--- src/rtl/fetch_redirect_unit_pkg.sv ---
// rtl/fetch_redirect_unit_pkg.sv - shared branch codes, reset PC and fetch state type
//
// Holds the 4-bit branch-operation codes produced by the decoder for the
// instruction in execute, the default first fetch address and the fetch
// sequencer state enumeration. Imported by the fetch unit and its branch
// resolver so both agree on encodings.

package fetch_redirect_unit_pkg;

    // First fetch address after reset.
    localparam logic [31:0] RESET_PC_DEFAULT = 32'h0000_3000;

    // Branch codes as emitted by the decoder. Codes 14 and 15 are unused
    // and behave exactly like BR_NONE.
    localparam logic [3:0] BR_NONE   = 4'd0;
    localparam logic [3:0] BR_JR     = 4'd1;
    localparam logic [3:0] BR_J      = 4'd2;
    localparam logic [3:0] BR_JAL    = 4'd3;
    localparam logic [3:0] BR_BAL    = 4'd4;
    localparam logic [3:0] BR_BGEZAL = 4'd5;
    localparam logic [3:0] BR_BLTZ   = 4'd6;
    localparam logic [3:0] BR_BGEZ   = 4'd7;
    localparam logic [3:0] BR_BLTZAL = 4'd8;
    localparam logic [3:0] BR_B      = 4'd9;
    localparam logic [3:0] BR_BEQ    = 4'd10;
    localparam logic [3:0] BR_BNE    = 4'd11;
    localparam logic [3:0] BR_BLEZ   = 4'd12;
    localparam logic [3:0] BR_BGTZ   = 4'd13;

    // Fetch sequencer states.
    //   IDLE : one settling cycle after reset release
    //   REQ  : request presented to instruction memory
    //   WAIT : request in flight, waiting for imem_ready
    //   HOLD : word presented to decode, waiting for if_ready
    typedef enum logic [1:0] {
        IDLE = 2'd0,
        REQ  = 2'd1,
        WAIT = 2'd2,
        HOLD = 2'd3
    } fetch_state_e;

    // Branch displacement: sign-extended 16-bit word offset scaled to bytes.
    function automatic logic [31:0] branch_disp(input logic [15:0] imm);
        return {{14{imm[15]}}, imm, 2'b00};
    endfunction

endpackage

--- src/rtl/fetch_redirect_unit_branch_resolve.sv ---
// rtl/fetch_redirect_unit_branch_resolve.sv - combinational branch taken/target evaluation
//
// Purely combinational: decides whether the control-flow instruction in
// execute is taken and where it goes. The fetch unit registers the result.
//
// Ports:
//   br_valid  in   1   br_* describe a resolving control-flow instruction
//   br_op     in   4   decoder branch code (BR_* in the package)
//   br_pc     in  32   PC of the branch instruction
//   br_rs     in  32   rs operand value
//   br_rt     in  32   rt operand value
//   br_imm    in  16   branch offset field (words)
//   br_tgt    in  26   jump index field
//   taken_o   out  1   branch/jump is taken this cycle
//   target_o  out 32   destination PC (meaningful when taken_o=1)

module branch_resolve
    import fetch_redirect_unit_pkg::*;
(
    input  logic        br_valid,
    input  logic [3:0]  br_op,
    input  logic [31:0] br_pc,
    input  logic [31:0] br_rs,
    input  logic [31:0] br_rt,
    input  logic [15:0] br_imm,
    input  logic [25:0] br_tgt,
    output logic        taken_o,
    output logic [31:0] target_o
);

    logic [31:0] seq_pc;
    logic        rs_neg;
    logic        rs_zero;
    logic        cond;

    // Signed compares against zero reduce to the sign bit and a zero test.
    assign seq_pc  = br_pc + 32'd4;
    assign rs_neg  = br_rs[31];
    assign rs_zero = (br_rs == 32'd0);

    always_comb begin
        cond = 1'b0;
        unique case (br_op)
            BR_NONE:                             cond = 1'b0;
            BR_JR, BR_J, BR_JAL, BR_BAL, BR_B:   cond = 1'b1;
            BR_BGEZAL, BR_BGEZ:                  cond = !rs_neg;
            BR_BLTZ, BR_BLTZAL:                  cond = rs_neg;
            BR_BEQ:                              cond = (br_rs == br_rt);
            BR_BNE:                              cond = (br_rs != br_rt);
            BR_BLEZ:                             cond = rs_neg || rs_zero;
            BR_BGTZ:                             cond = !rs_neg && !rs_zero;
            default:                             cond = 1'b0;
        endcase
    end

    assign taken_o = br_valid && cond;

    always_comb begin
        target_o = seq_pc + branch_disp(br_imm);
        if (br_op == BR_JR) begin
            target_o = br_rs;
        end else if ((br_op == BR_J) || (br_op == BR_JAL)) begin
            // Region-relative jump: keep the top nibble of the sequential PC.
            target_o = {seq_pc[31:28], br_tgt, 2'b00};
        end
    end

endmodule

--- src/rtl/fetch_redirect_unit.sv ---
// rtl/fetch_redirect_unit.sv - instruction fetch stage with branch redirect
//
// Owns the PC, issues one instruction-memory request at a time, presents the
// returned word to decode with a valid/ready handshake and applies taken
// branch/jump redirects (no delay slot: younger fetched words are flushed).
//
// Ports:
//   clk          in   1   system clock
//   rst_n        in   1   asynchronous active-low reset
//   imem_req     out  1   fetch request (one cycle, state REQ)
//   imem_addr    out 32   word-aligned fetch address (0 when not requesting)
//   imem_ready   in   1   imem_rdata valid this cycle
//   imem_rdata   in  32   fetched instruction word
//   if_valid     out  1   if_instr/if_pc valid to decode
//   if_ready     in   1   decode accepts the current word
//   if_instr     out 32   instruction word
//   if_pc        out 32   address of if_instr
//   br_*         in       resolving control-flow instruction from execute
//   redirect     out  1   one-cycle pulse: fetch redirected
//   redirect_pc  out 32   new PC while redirect=1

module fetch_redirect_unit
    import fetch_redirect_unit_pkg::*;
#(
    parameter logic [31:0] RESET_PC = RESET_PC_DEFAULT,
    parameter int          ADDR_W   = 32
) (
    input  logic              clk,
    input  logic              rst_n,
    output logic              imem_req,
    output logic [ADDR_W-1:0] imem_addr,
    input  logic              imem_ready,
    input  logic [31:0]       imem_rdata,
    output logic              if_valid,
    input  logic              if_ready,
    output logic [31:0]       if_instr,
    output logic [ADDR_W-1:0] if_pc,
    input  logic              br_valid,
    input  logic [3:0]        br_op,
    input  logic [ADDR_W-1:0] br_pc,
    input  logic [31:0]       br_rs,
    input  logic [31:0]       br_rt,
    input  logic [15:0]       br_imm,
    input  logic [25:0]       br_tgt,
    output logic              redirect,
    output logic [ADDR_W-1:0] redirect_pc
);

    fetch_state_e      state_q, state_d;
    logic [ADDR_W-1:0] pc_q, pc_d;
    logic              if_valid_q, if_valid_d;
    logic [31:0]       if_instr_q, if_instr_d;
    logic [ADDR_W-1:0] if_pc_q, if_pc_d;
    logic              drop_q, drop_d;
    logic              redirect_q, redirect_d;
    logic [ADDR_W-1:0] redirect_pc_q, redirect_pc_d;

    logic              br_taken;
    logic [31:0]       br_target;

    branch_resolve u_branch_resolve (
        .br_valid (br_valid),
        .br_op    (br_op),
        .br_pc    (br_pc),
        .br_rs    (br_rs),
        .br_rt    (br_rt),
        .br_imm   (br_imm),
        .br_tgt   (br_tgt),
        .taken_o  (br_taken),
        .target_o (br_target)
    );

    // ------------------------------------------------------------------
    // State register
    // ------------------------------------------------------------------
    always_ff @(posedge clk or negedge rst_n) begin
        if (!rst_n) begin
            state_q       <= IDLE;
            pc_q          <= RESET_PC;
            if_valid_q    <= 1'b0;
            if_instr_q    <= 32'd0;
            if_pc_q       <= '0;
            drop_q        <= 1'b0;
            redirect_q    <= 1'b0;
            redirect_pc_q <= '0;
        end else begin
            state_q       <= state_d;
            pc_q          <= pc_d;
            if_valid_q    <= if_valid_d;
            if_instr_q    <= if_instr_d;
            if_pc_q       <= if_pc_d;
            drop_q        <= drop_d;
            redirect_q    <= redirect_d;
            redirect_pc_q <= redirect_pc_d;
        end
    end

    // ------------------------------------------------------------------
    // Next-state logic
    // ------------------------------------------------------------------
    always_comb begin
        state_d       = state_q;
        pc_d          = pc_q;
        if_valid_d    = if_valid_q;
        if_instr_d    = if_instr_q;
        if_pc_d       = if_pc_q;
        drop_d        = drop_q;
        redirect_d    = br_taken;
        redirect_pc_d = redirect_pc_q;

        unique case (state_q)
            IDLE: begin
                state_d = REQ;
            end
            REQ: begin
                state_d = WAIT;
            end
            WAIT: begin
                if (imem_ready) begin
                    if (drop_q) begin
                        // Response to a request issued before a redirect.
                        drop_d  = 1'b0;
                        state_d = REQ;
                    end else begin
                        if_instr_d = imem_rdata;
                        if_pc_d    = pc_q;
                        if_valid_d = 1'b1;
                        pc_d       = pc_q + ADDR_W'(4);
                        state_d    = HOLD;
                    end
                end
            end
            HOLD: begin
                if (if_ready) begin
                    if_valid_d = 1'b0;
                    state_d    = REQ;
                end
            end
            default: begin
                state_d = IDLE;
            end
        endcase

        // A taken redirect overrides the normal sequencing in every state.
        // In HOLD a simultaneous if_ready still counts as accepted: the word
        // was consumed by decode, only the fetch path is steered elsewhere.
        if (br_taken) begin
            redirect_pc_d = br_target;
            pc_d          = br_target;
            if_valid_d    = 1'b0;
            if_instr_d    = if_instr_q;
            if_pc_d       = if_pc_q;
            unique case (state_q)
                REQ: begin
                    // The request just issued is already in flight.
                    drop_d  = 1'b1;
                    state_d = WAIT;
                end
                WAIT: begin
                    if (imem_ready) begin
                        drop_d  = 1'b0;
                        state_d = REQ;
                    end else begin
                        drop_d  = 1'b1;
                        state_d = WAIT;
                    end
                end
                HOLD: begin
                    state_d = REQ;
                end
                default: begin
                    state_d = REQ;
                end
            endcase
        end
    end

    // ------------------------------------------------------------------
    // Outputs
    // ------------------------------------------------------------------
    // Unaligned redirect targets are kept in the PC (and reported on if_pc)
    // so the exception can be raised downstream; memory always sees a word
    // address. The address bus idles at zero outside REQ.
    assign imem_req    = (state_q == REQ);
    assign imem_addr   = imem_req ? {pc_q[ADDR_W-1:2], 2'b00} : '0;
    assign if_valid    = if_valid_q;
    assign if_instr    = if_instr_q;
    assign if_pc       = if_pc_q;
    assign redirect    = redirect_q;
    assign redirect_pc = redirect_pc_q;

endmodule

--- config.mk ---
export PLATFORM = sky130hd
export DESIGN_NAME = fetch_redirect_unit
export DESIGN_NICKNAME = d
export VERILOG_FILES = /design/src/rtl/fetch_redirect_unit_pkg.sv /design/src/rtl/fetch_redirect_unit_branch_resolve.sv /design/src/rtl/fetch_redirect_unit.sv
export SDC_FILE = /design/constraint.sdc
export NUM_CORES = 1
export LEC_CHECK = 0
export BUFFER_PORTS_ARGS = -buffer_cell sky130_fd_sc_hd__buf_2
export CAP_MARGIN = 15
export CORE_ASPECT_RATIO = 2
export CORE_UTILIZATION = 35
export DETAILED_ROUTE_END_ITERATION = 12
export GPL_ROUTABILITY_DRIVEN = 0
export HOLD_SLACK_MARGIN = 0.05
export SYNTH_ARGS = -nofsm -noshare
export SYNTH_HDL_FRONTEND = slang
export SYNTH_SLANG_ARGS = --single-unit
--- constraint.sdc ---
create_clock -name clk -period 2.3 [get_ports clk]
set_clock_uncertainty 0.1 [all_clocks]
set_input_delay 0 -clock clk [delete_from_list [all_inputs] [get_ports clk]]
set_output_delay 0 -clock clk [all_outputs]
set_load 0.05 [all_outputs]
==> results.md, run 1 <==
* Req. time, crit path at 2.51 ns
* Failing checks: setup timing
* H-tree Lvls at 4
* Worst VDD drop at 0.4400 mV
* HP Class: input pin to flop
* Drt total wl at 36730 um
* Setup CP Type: input pin to flop
* Slew Viols, Final at 0
* Clock sinks at 133
* Final setup viols at 72
* Die X at 115.4 um
* Global route overflow at 0
* Post-layout util at 61.77%
* Crit path capture type: flop
* GR Util All Layers at 27.34%
* Via count at 10150
* Skew-Pair Late Insertion Delay at 0.42 ns
* Crit path cell chain: buf_6, and4_4, nand4_1, buf_4, nor2_4, nand2_2, xnor2_1, ha_1, and2_4, buf_6, nand4_1, or3_1, o211ai_2, mux2i_1, a2111oi_2, mux2_2, a211o_1
* Detailed Place HPWL at 27810 um
* Root Buffer: clkbuf_16
* Final Hold Vio Count at 0
* Crit-path max cell delay at 0.40 ns
* Crit path launch: br_pc[10]
* Number of synthesized flops with an enable pin at 0
* Antenna Nets Post-Route at 0
* Pleak at 7.787 nW
* CP arrival at 3.30 ns
* Avg Synthesized Cell Area at 9.151 um^2
* Largest net degree at the start of global routing at 60
* Core area at 0.02514 mm^2
* Commonest cells after routing, fill and taps aside: buf_2, buf_4, dfrtp_1, nand2_1, dlygate4sd3_1
* Prevailing post-synth register cell: dfrtp_1
* Pwr per Cell Area at 902.7 mW/mm^2
* DRC Markers at 0
* Final period util at 134.5%
* Fill cell count at 2153
* Seq cells post-synth at 133
* Tmin final at 3.094 ns
* Routed WL per cell at 18.64 um
* Synthesized area at 0.009005 mm^2
* Synth Instances at 984
* Synth unique cells at 65
* Row count at 82
* Reg clk slew, reported paths at 0.06 ns
* Die height at 228.8 um
* Initial antenna violation count at 2
* Layout cells sized above 1 at 49.39%
* Worst path top cell family by delay: simple AND/OR/NAND/NOR gates
* Worst slew pin tran at 0.5734 ns
* First-pass GRT wire length at 54340 um
* Max FO, Critical Path at 4
* Crit Reg-Reg Startpoint: pc_q[13]$_DFFE_PN1P_
* Synth top area share at 36.40%
* Critical-path top delay cell: mux2_2
* Bufs and invs on worst path at 3
* RSZ-0062 raised after global routing: yes
* Asr flop ratio synth at 100.0%
* CTS Buffer Depth at 2
* Post-route setup slack at -0.7941 ns
* Top post-synthesis cells by area: dfrtp_1, mux2_2, ha_1
* Vias in the first global route at 10630
* Max_cap viols at 0
* TritonRoute pass-1 iters at 4
* CTS tree: built
* Worst slew margin at 61.77%
* Share of the yosys chip area belonging to registers at 36.99%
* CTS buffer count at 17
* Startpoint types: input pin
* Final net count at 1839
* Yosys top cell by area: dfrtp_1
* Drt via density at 5.154
* First DRT Iteration DRCs at 313
* Syn-to-layout area delta at 72.42%
* Fmax at 0.3232 GHz
* Critical hold path startpoint: br_op[0]
* IO Count at 310
* Initial core utilization at 35.82%
* Commonest non-fill, non-tap cell in the layout: buf_2
* Die area at 0.02641 mm^2
* Setup WS pre-CTS at -1.289 ns
* PortBufs at 307
* Status: finished, violations left
* YS warnings at 0
-- logic make-up after synthesis --
family	count (synthesis)	share of synthesized area, %
and+or+nand+nor	319	17.28
adders and majority gates	41	5.780
other	1	0.04164
xor gates and xnor gates	103	10.02
buffers and inverters	75	3.376
DFF	133	36.99
muxes	70	8.712
AOI/OAI and AO/OA	242	17.80
-- report_power, final --
| part | switching, W | internal, W | leakage [nW] |
|---|---|---|---|
| Clock | 0.000984 | 0.00170 | 0.275 |
| Sequential | 0.000509 | 0.00315 | 1.68 |
| Combinational | 0.00492 | 0.00276 | 5.83 |
| Total | 0.00641 | 0.00761 | 7.79 |
-- Yosys cell counts (4+ instances only) --
cell type / instances
o21ai_1: 4
nand4_1: 23
a21o_1: 43
o31ai_1: 4
nor4_1: 17
nor3_1: 8
nor2_1: 62
a221o_1: 4
clkbuf_1: 29
o22ai_1: 9
o21ai_0: 42
a211oi_1: 6
inv_1: 27
o21bai_1: 7
mux2_1: 6
a221oi_1: 4
or2_2: 4
xnor2_1: 46
buf_2: 12
nand2_1: 99
dfrtp_1: 131
a21oi_1: 59
and3_1: 14
mux2_2: 61
xor2_1: 57
o21a_1: 5
nand3_1: 41
o221ai_1: 8
and2_1: 30
and4_1: 6
ha_1: 40
a31oi_1: 9
o211ai_1: 12
-- area by class of cell --
| type | count | area [um^2] | share of cell area, % |
|---|---|---|---|
| Multi-Input combinational cell | 777 | 6285 | 40.48 |
| Timing Repair Buffer | 661 | 4800 | 30.91 |
| Sequential cell | 133 | 3331 | 21.45 |
| Clock buffer | 23 | 447.9 | 2.885 |
| Tap cell | 336 | 420.4 | 2.708 |
| Clock inverter | 9 | 128.9 | 0.8300 |
| Inverter | 29 | 108.9 | 0.7011 |
| Antenna cell | 2 | 5.005 | 0.03223 |
-- timing repair --
item                       in CTS  in global routing
hold endpoints to repair      209                  0
cloned                          4                  5
buffers inserted               28                 17
gates resized for setup       110                119
hold buffers                   70                  0
pin swaps                      67                 61
setup endpoints to repair     122                118
-- flip-flops by register name, indices dropped and copies added, names as in the netlist --
register	cells
state_q	2
redirect	1
if_instr	32
redirect_pc	32
if_valid	1
if_pc	32
pc_q	32
drop_q	1
-- routing by layer --
layer	vias up	global-route usage [%]	share of wire (%)
li1	4805	-	-
met3	120	3.421	3.5
met5	-	0	0
met4	0	17.94	6.2
met2	345	52.77	56
met1	4883	25.89	35
-- final timing paths --
check,slack [ns],cells after the start,to
setup / recovery,-0.79,17,redirect_pc[31]$_DFFE_PN0P_
hold / removal,0.04,5,redirect_pc[25]$_DFFE_PN0P_
min in group asynchronous,0.59,3,if_pc[6]$_DFFE_PN0P_
max in group asynchronous,0.78,4,if_instr[1]$_DFFE_PN0P_
setup reg to reg,-0.05,10,pc_q[24]$_DFFE_PN0P_
hold reg to reg,0.37,1,redirect_pc[22]$_DFFE_PN0P_
-- through the flow --
| step | instance area (um^2) | hold WS, ns | std cells | setup TNS [ns] | power [W] |
|---|---|---|---|---|---|
| global route | 15530 | 0.07003 | 1970 | -29.61 | 0.01466 |
| global placement | 12820 | -0.1062 | 1824 | -79.83 | 0.01043 |
| finish | 15530 | 0.04264 | 1970 | -17.20 | 0.01402 |
| detailed placement | 12820 | -0.1041 | 1824 | -86.07 | 0.01054 |
| CTS | 14850 | 0.05324 | 1952 | -13.73 | 0.01362 |
| floorplan | 9171 | -0.3956 | 985 | -10.36 | 0.008262 |
-- worst min-delay path, cell delays in order --
cell and delay [ns]:
buf_2 0.09, buf_4 0.15, o211ai_1 0.11, nand3_1 0.11, nand2_1 0.06
Power figures use the tool's default switching activity.
==> inputs of run 2 (changes only) <==
clock period = 2.6 ns   (was 2.3 ns; I/O delays follow)
==> run 2 against run 1 <==
- the flow still finishes with violations (setup timing)
- die area is the same
- global-route usage shrank 0.69 points
- non-clock buffer count shrank 49
- critical endpoint is now pc_q[31]$_DFFE_PN0P_
==> results.md, run 2 (synthesized netlist as in run 1, its figures left out) <==
* Tmin final at 3.179 ns
* Antenna Nets Post-Route at 0 (unchanged)
* RSZ-0062 raised after global routing: yes (unchanged)
* Pleak at 7.325 nW (was 7.787 nW)
* IO Count at 310 (unchanged)
* Global route overflow at 0 (unchanged)
* Drt total wl at 34850 um (was 36730 um)
* Syn-to-layout area delta at 62.75% (was 72.42%)
* Crit Reg-Reg Startpoint: pc_q[10]$_DFFE_PN0P_ (was pc_q[13]$_DFFE_PN1P_)
* Antenna Cells at 0 (was 2)
* Final period util at 122.3%
* Commonest non-fill, non-tap cell in the layout: buf_2 (unchanged)
* Reg2reg setup slack at 0.14 ns (was -0.05 ns)
* Failing checks: setup timing (unchanged)
* First DRT Iteration DRCs at 423 (was 313)
* Total power at 0.01184 W (was 0.01402 W)
* HP Class: input pin to asynchronous set/reset pin (was input pin to flop)
* CTS Buffer Depth at 2 (unchanged)
* Routed WL per cell at 18.16 um (was 18.64 um)
* Req. time, crit path at 2.82 ns (was 2.51 ns)
* Placed cell count at 1796 (was 1824)
* Max FO, Critical Path at 4 (unchanged)
* PortBufs at 307 (unchanged)
* Crit path launch: br_pc[10] (unchanged)
* Fin Setup TNS at -5.135 ns (was -17.20 ns)
* Die X at 115.4 um (unchanged)
* Final setup viols at 29 (was 72)
* GR Util All Layers at 26.65% (was 27.34%)
* Core area at 0.02514 mm^2 (unchanged)
* Detailed Place HPWL at 27830 um (was 27810 um)
* Skew-Pair Late Insertion Delay at 0.43 ns (was 0.42 ns)
* H-tree Lvls at 4 (unchanged)
* Worst VDD drop at 0.4490 mV (was 0.4400 mV)
* CTS tree: built (unchanged)
* CTS buffer count at 17 (unchanged)
* DRC Markers at 0 (unchanged)
* Largest net degree at the start of global routing at 82 (was 60)
* Status: finished, violations left (unchanged)
* TritonRoute pass-1 iters at 8 (was 4)
* Hold Slack at 0.04544 ns (was 0.04264 ns)
* First-pass GRT wire length at 52940 um (was 54340 um)
* Fill cell count at 2268 (was 2153)
* Layout cells sized above 1 at 46.24% (was 49.39%)
* Final Hold Vio Count at 0 (unchanged)
* Worst slew margin at 48.61% (was 61.77%)
* Via count at 9871 (was 10150)
* Vias in the first global route at 10190 (was 10630)
* Setup CP Type: input pin to flop (unchanged)
* Die area at 0.02641 mm^2 (unchanged)
* Pwr per Cell Area at 807.7 mW/mm^2 (was 902.7 mW/mm^2)
* Worst slew pin tran at 0.7708 ns (was 0.5734 ns)
* Clock sinks at 133 (unchanged)
* Die height at 228.8 um (unchanged)
* Worst reg2reg path depth at 10 (unchanged)
* Fmax at 0.3146 GHz
* Post-route setup slack at -0.5790 ns (was -0.7941 ns)
* Layout Cells excl Fill at 1919 (was 1970)
* Drt via density at 5.144 (was 5.154)
* CP arrival at 3.40 ns (was 3.30 ns)
* Startpoint types: input pin (unchanged)
* Max_cap viols at 0 (unchanged)
* Initial core utilization at 35.82% (unchanged)
* Critical R2R Capture: pc_q[26]$_DFFE_PN0P_ (was pc_q[24]$_DFFE_PN0P_)
* Final net count at 1790 (was 1839)
* Reg clk slew, reported paths at 0.07 ns (was 0.06 ns)
* Commonest cells after routing, fill and taps aside: buf_2, buf_4, dfrtp_1, nand2_1, dlygate4sd3_1 (unchanged)
* Slew Viols, Final at 0 (unchanged)
* Row count at 82 (unchanged)
* Crit path capture type: flop (unchanged)
* Initial antenna violation count at 0 (was 2)
* Root Buffer: clkbuf_16 (unchanged)
run 2: changes by cell type in the layout (fill, tap and decap cells not counted), sizes merged:
cell / delta
bufinv: -1
buf: -50
inv: +6
diode: -2
clkbuf: -11
dlygate4sd3: +6
clkinvlp: +1
run 2: what timing repair did:
| item | in CTS | in global routing |
|---|---|---|
| hold endpoints to repair | 203 | 1 |
| gates resized for setup | 50 | 77 |
| endpoints found under the setup margin | 93 | 75 |
| hold buffers | 75 | 1 |
| gates cloned | 0 | 0 |
| buffers inserted | 33 | 13 |
| pin swaps | 57 | 89 |
run 2: cell type report:
| cell class | count | area, um^2 | share of cell area, % |
|---|---|---|---|
| Sequential cell | 133 | 3331 | 22.73 |
| Multi-Input combinational cell | 777 | 5976 | 40.78 |
| Clock inverter | 15 | 168.9 | 1.153 |
| Inverter | 29 | 108.9 | 0.7428 |
| Clock buffer | 17 | 425.4 | 2.903 |
| Timing Repair Buffer | 612 | 4225 | 28.83 |
| Tap cell | 336 | 420.4 | 2.869 |
run 2: worst max path at each step:
| stage | end | slack, ns | cells after the start |
|---|---|---|---|
| final | pc_q[31]$_DFFE_PN0P_ | -0.58 | 17 |
| after global routing | pc_q[31]$_DFFE_PN0P_ | -0.70 | 17 |
| after CTS | redirect_pc[31]$_DFFE_PN0P_ | -0.51 | 16 |
| after detailed placement | pc_q[31]$_DFFE_PN0P_ | -1.0 | 17 |
| after global placement | pc_q[31]$_DFFE_PN0P_ | -0.89 | 17 |
| after floorplan | pc_q[31]$_DFFE_PN0P_ | -0.54 | 16 |
run 2: per-stage QoR:
stage	instance area, um^2	setup WS [ns]	utilization, %
final	14660	-0.5790	58.30
after floorplan	9131	-0.5395	-
after CTS	14220	-0.5134	56.58
after global routing	14660	-0.6976	58.30
after detailed placement	12590	-0.9979	50.07
after global placement	12590	-0.8906	50.07
run 2: worst max-delay path, cell delays in order:
cell       delay, ns
buf_6           0.07
and4_4          0.22
nand4_1         0.12
buf_4           0.17
nor2_4          0.19
nand2_1         0.09
xnor2_1         0.13
ha_1            0.30
and2_4          0.18
nand4_1         0.16
or3_4           0.44
o211ai_4        0.24
mux2i_1         0.12
a2111oi_2       0.29
mux2_2          0.40
a311oi_2        0.19
nor2_1          0.06
run 2: where the power goes:
group,switching (W),total [W],leakage [nW],internal [W]
sequential,0.000484,0.00326,1.68,0.00278
clock,0.000973,0.00240,0.283,0.00143
combinational,0.00416,0.00617,5.36,0.00201
total,0.00562,0.0118,7.32,0.00622
run 2: metal layers:
metal	vias to the layer above	routed length (um)	GRT usage (%)
met5	-	0	0
met4	0	2043	17.41
met3	101	1445	3.527
met2	379	19370	50.82
met1	4680	11990	25.70
li1	4711	-	-
==> inputs of run 3 (changes only) <==
SYNTH_HIERARCHICAL = 1   (was not set)
==> run 3 against run 2 <==
- combinational power grew 24%
- clock power up 12%
- hold slack got worse by 0.037 ns
- the flow still finishes with violations (setup timing)
- maximum frequency up 11%
- final area is 3.6% higher
- setup slack gained 0.31 ns
- flip-flop and latch count unchanged
- core utilization shrank 0.74 points
- synthesized cell count up 5.3%
- routed wire length rose by 3.9%
- cell count rose by 2.7%
==> results.md, run 3 <==
* CTS tree: built (unchanged)
* HP Class: input pin to flop (was input pin to asynchronous set/reset pin)
* Synthesized area at 0.009422 mm^2 (was 0.009005 mm^2)
* Failing checks: setup timing (unchanged)
* Die area at 0.02762 mm^2 (was 0.02641 mm^2)
* Synth unique cells at 81 (was 65)
* Most frequent cells after synthesis: dfrtp_1, nand2_1, mux2_2 (was dfrtp_1, nand2_1, nor2_1)
* Via count at 10470 (was 9871)
* H-tree Lvls at 4 (unchanged)
* Detailed Place HPWL at 28490 um (was 27830 um)
* Slew Viols, Final at 0 (unchanged)
* Die X at 118.0 um (was 115.4 um)
* Initial core utilization at 35.71% (was 35.82%)
* First-pass GRT wire length at 54970 um (was 52940 um)
* Largest net degree at the start of global routing at 72 (was 82)
* Initial antenna violation count at 0 (unchanged)
* Seq cells post-synth at 133 (unchanged)
* Worst VDD drop at 0.5873 mV (was 0.4490 mV)
* Post-route design area at 0.01519 mm^2 (was 0.01466 mm^2)
* RSZ-0062 raised after global routing: yes (unchanged)
* Startpoint types: input pin (unchanged)
* Antenna Cells at 0 (unchanged)
* Clock sinks at 133 (unchanged)
* Avg Synthesized Cell Area at 9.094 um^2 (was 9.151 um^2)
* Yosys top cell by area: dfrtp_1 (unchanged)
* Worst slew pin tran at 0.6470 ns (was 0.7708 ns)
* Worst slew margin at 56.87% (was 48.61%)
* GR Util All Layers at 26.05% (was 26.65%)
* Tmin final at 2.869 ns (was 3.179 ns)
* Max FO, Critical Path at 4 (unchanged)
* Asr flop ratio synth at 100.0% (unchanged)
* Setup CP Type: input pin to flop (unchanged)
* Core area at 0.02638 mm^2 (was 0.02514 mm^2)
* Final net count at 1833 (was 1790)
* PortBufs at 307 (unchanged)
* DRC Markers at 0 (unchanged)
* Synth top area share at 34.79% (was 36.40%)
* Vias in the first global route at 10540 (was 10190)
* Global route overflow at 0 (unchanged)
* Die height at 234.0 um (was 228.8 um)
* Post-route setup slack at -0.2693 ns (was -0.5790 ns)
* IO Count at 310 (unchanged)
* Share of the yosys chip area belonging to registers at 35.35% (was 36.99%)
* Pwr per Cell Area at 915.7 mW/mm^2 (was 807.7 mW/mm^2)
* Drt via density at 5.313 (was 5.144)
* Fmax at 0.3485 GHz (was 0.3146 GHz)
* Status: finished, violations left (unchanged)
* CP arrival at 3.08 ns (was 3.40 ns)
* Final Hold Vio Count at 0 (unchanged)
* Skew-Pair Late Insertion Delay at 0.43 ns (about the same)
* Crit path capture type: flop (unchanged)
* Commonest cells after routing, fill and taps aside: buf_2, buf_4, dfrtp_1, nand2_1, mux2_2 (was buf_2, buf_4, dfrtp_1, nand2_1, dlygate4sd3_1)
* CTS Buffer Depth at 2 (unchanged)
* Commonest non-fill, non-tap cell in the layout: buf_2 (unchanged)
* Fin Setup TNS at -3.852 ns (was -5.135 ns)
* Prevailing post-synth register cell: dfrtp_1 (unchanged)
* Final setup viols at 25 (was 29)
* Total power at 0.01390 W (was 0.01184 W)
* Antenna Nets Post-Route at 0 (unchanged)
* CTS buffer count at 17 (unchanged)
* Post-layout util at 57.57% (was 58.30%)
* Most common cell in the netlist: dfrtp_1 (unchanged)
* Max_cap viols at 0 (unchanged)
* Synth Instances at 1036 (was 984)
* Top post-synthesis cells by area: dfrtp_1, mux2_2, ha_1 (unchanged)
* Row count at 84 (was 82)
* Root Buffer: clkbuf_16 (unchanged)
* Req. time, crit path at 2.82 ns (about the same)
* Number of synthesized flops with an enable pin at 0 (unchanged)
* Placed cell count at 1847 (was 1796)
* Reg clk slew, reported paths at 0.07 ns (about the same)
* Layout Cells excl Fill at 1971 (was 1919)
* Drt total wl at 36230 um (was 34850 um)
* First DRT Iteration DRCs at 374 (was 423)
* Syn-to-layout area delta at 61.18% (was 62.75%)
* Post-place instance area at 0.01295 mm^2 (was 0.01259 mm^2)
* Final period util at 110.4% (was 122.3%)
* Layout cells sized above 1 at 48.13% (was 46.24%)
* Routed WL per cell at 18.38 um (was 18.16 um)
* Pleak at 7.176 nW (was 7.325 nW)
* TritonRoute pass-1 iters at 5 (was 8)
* YS warnings at 6 (was 0)
run 3: cell count changes in the layout (fill, tap and decap cells not counted), moves of 12 or more:
cell     previous run  this run
a21o_1             43        11
o21ai_0            24        43
mux2_2             62        74
or4_1               0        13
nand2_1            94        80
a31oi_1             6        18
o31ai_1             2        14
a21oi_1            43        30
buf_4             203       222
run 3: area by class of cell:
type | count | area, um^2
Fill cell | 2322 | 11190
Multi-Input combinational cell | 814 | 6427
Timing Repair Buffer | 613 | 4205
Sequential cell | 133 | 3331
Clock buffer | 18 | 439.2
Tap cell | 344 | 430.4
Clock inverter | 14 | 221.5
Inverter | 35 | 131.4
run 3: worst paths after layout:
path	slack, ns	depth (start not counted)	end	startpoint
hold / removal	0.009	5	redirect_pc[8]$_DFFE_PN0P_	br_tgt[6]
max in group asynchronous	1.52	3	if_instr[22]$_DFFE_PN0P_	rst_n
hold reg to reg	0.40	1	if_instr[9]$_DFFE_PN0P_	if_instr[9]$_DFFE_PN0P_
min in group asynchronous	0.02	2	if_pc[9]$_DFFE_PN0P_	rst_n
setup / recovery	-0.27	17	redirect_pc[31]$_DFFE_PN0P_	br_pc[6]
setup reg to reg	0.23	6	pc_q[22]$_DFFE_PN0P_	state_q[0]$_DFFE_PN0P_
run 3: worst max-delay path: stages:
cell and delay, ns:
buf_6 0.07, and4_4 0.27, nand3_4 0.10, nor2_4 0.19, buf_12 0.13, nand2_1 0.06
xnor2_1 0.12, ha_1 0.30, buf_6 0.13, o21a_1 0.22, nor2_2 0.15, o31ai_4 0.10
a221o_1 0.40, a41oi_2 0.26, mux2i_1 0.22, nand3_1 0.10, mux2_4 0.26
run 3: layer usage:
metal / global-route usage, % / wire length (um)
met1: 24.85 / 12100
met2: 51.10 / 20260
met3: 3.186 / 1414
met4: 18.07 / 2451
met5: 0 / 0
run 3: repair_timing:
item / 4_1_cts / 5_1_grt
setup endpoints to repair: 30 / 122
pin swaps: 59 / 51
gates cloned: 0 / 1
setup buffers: 21 / 12
hold buffers: 66 / 0
hold endpoints to repair: 170 / 0
resized for setup: 69 / 76
run 3: kinds of logic (layout without fill, tap and decap cells):
family | after synthesis | count (layout) | share of synthesized area [%]
AOI/OAI and AO/OA | 222 | 222 | 15.78
xor gates and xnor gates | 89 | 89 | 8.274
adders and majority gates | 40 | 40 | 5.392
buffers and inverters | 90 | 680 | 3.838
DFF | 133 | 133 | 35.35
muxes | 87 | 87 | 10.33
other | 1 | 2 | 0.03980
and+or+nand+nor | 374 | 374 | 21.00
run 3: through the flow:
| step | setup WS (ns) | hold WS [ns] |
|---|---|---|
| 2_1_floorplan | -0.3642 | -0.3956 |
| 3_3_place_gp | -0.7243 | -0.05864 |
| 3_5_place_dp | -0.7750 | -0.05340 |
| 4_1_cts | -0.2281 | 0.05043 |
| 5_1_grt | -0.3801 | 0.08019 |
| 6_report | -0.2693 | 0.008609 |
run 3: where the power goes:
part           internal (W)  total, W  leakage, nW  switching [W]
registers           0.00292   0.00354         1.60       0.000614
clock network       0.00174   0.00269        0.314       0.000947
logic               0.00247   0.00768         5.26        0.00521
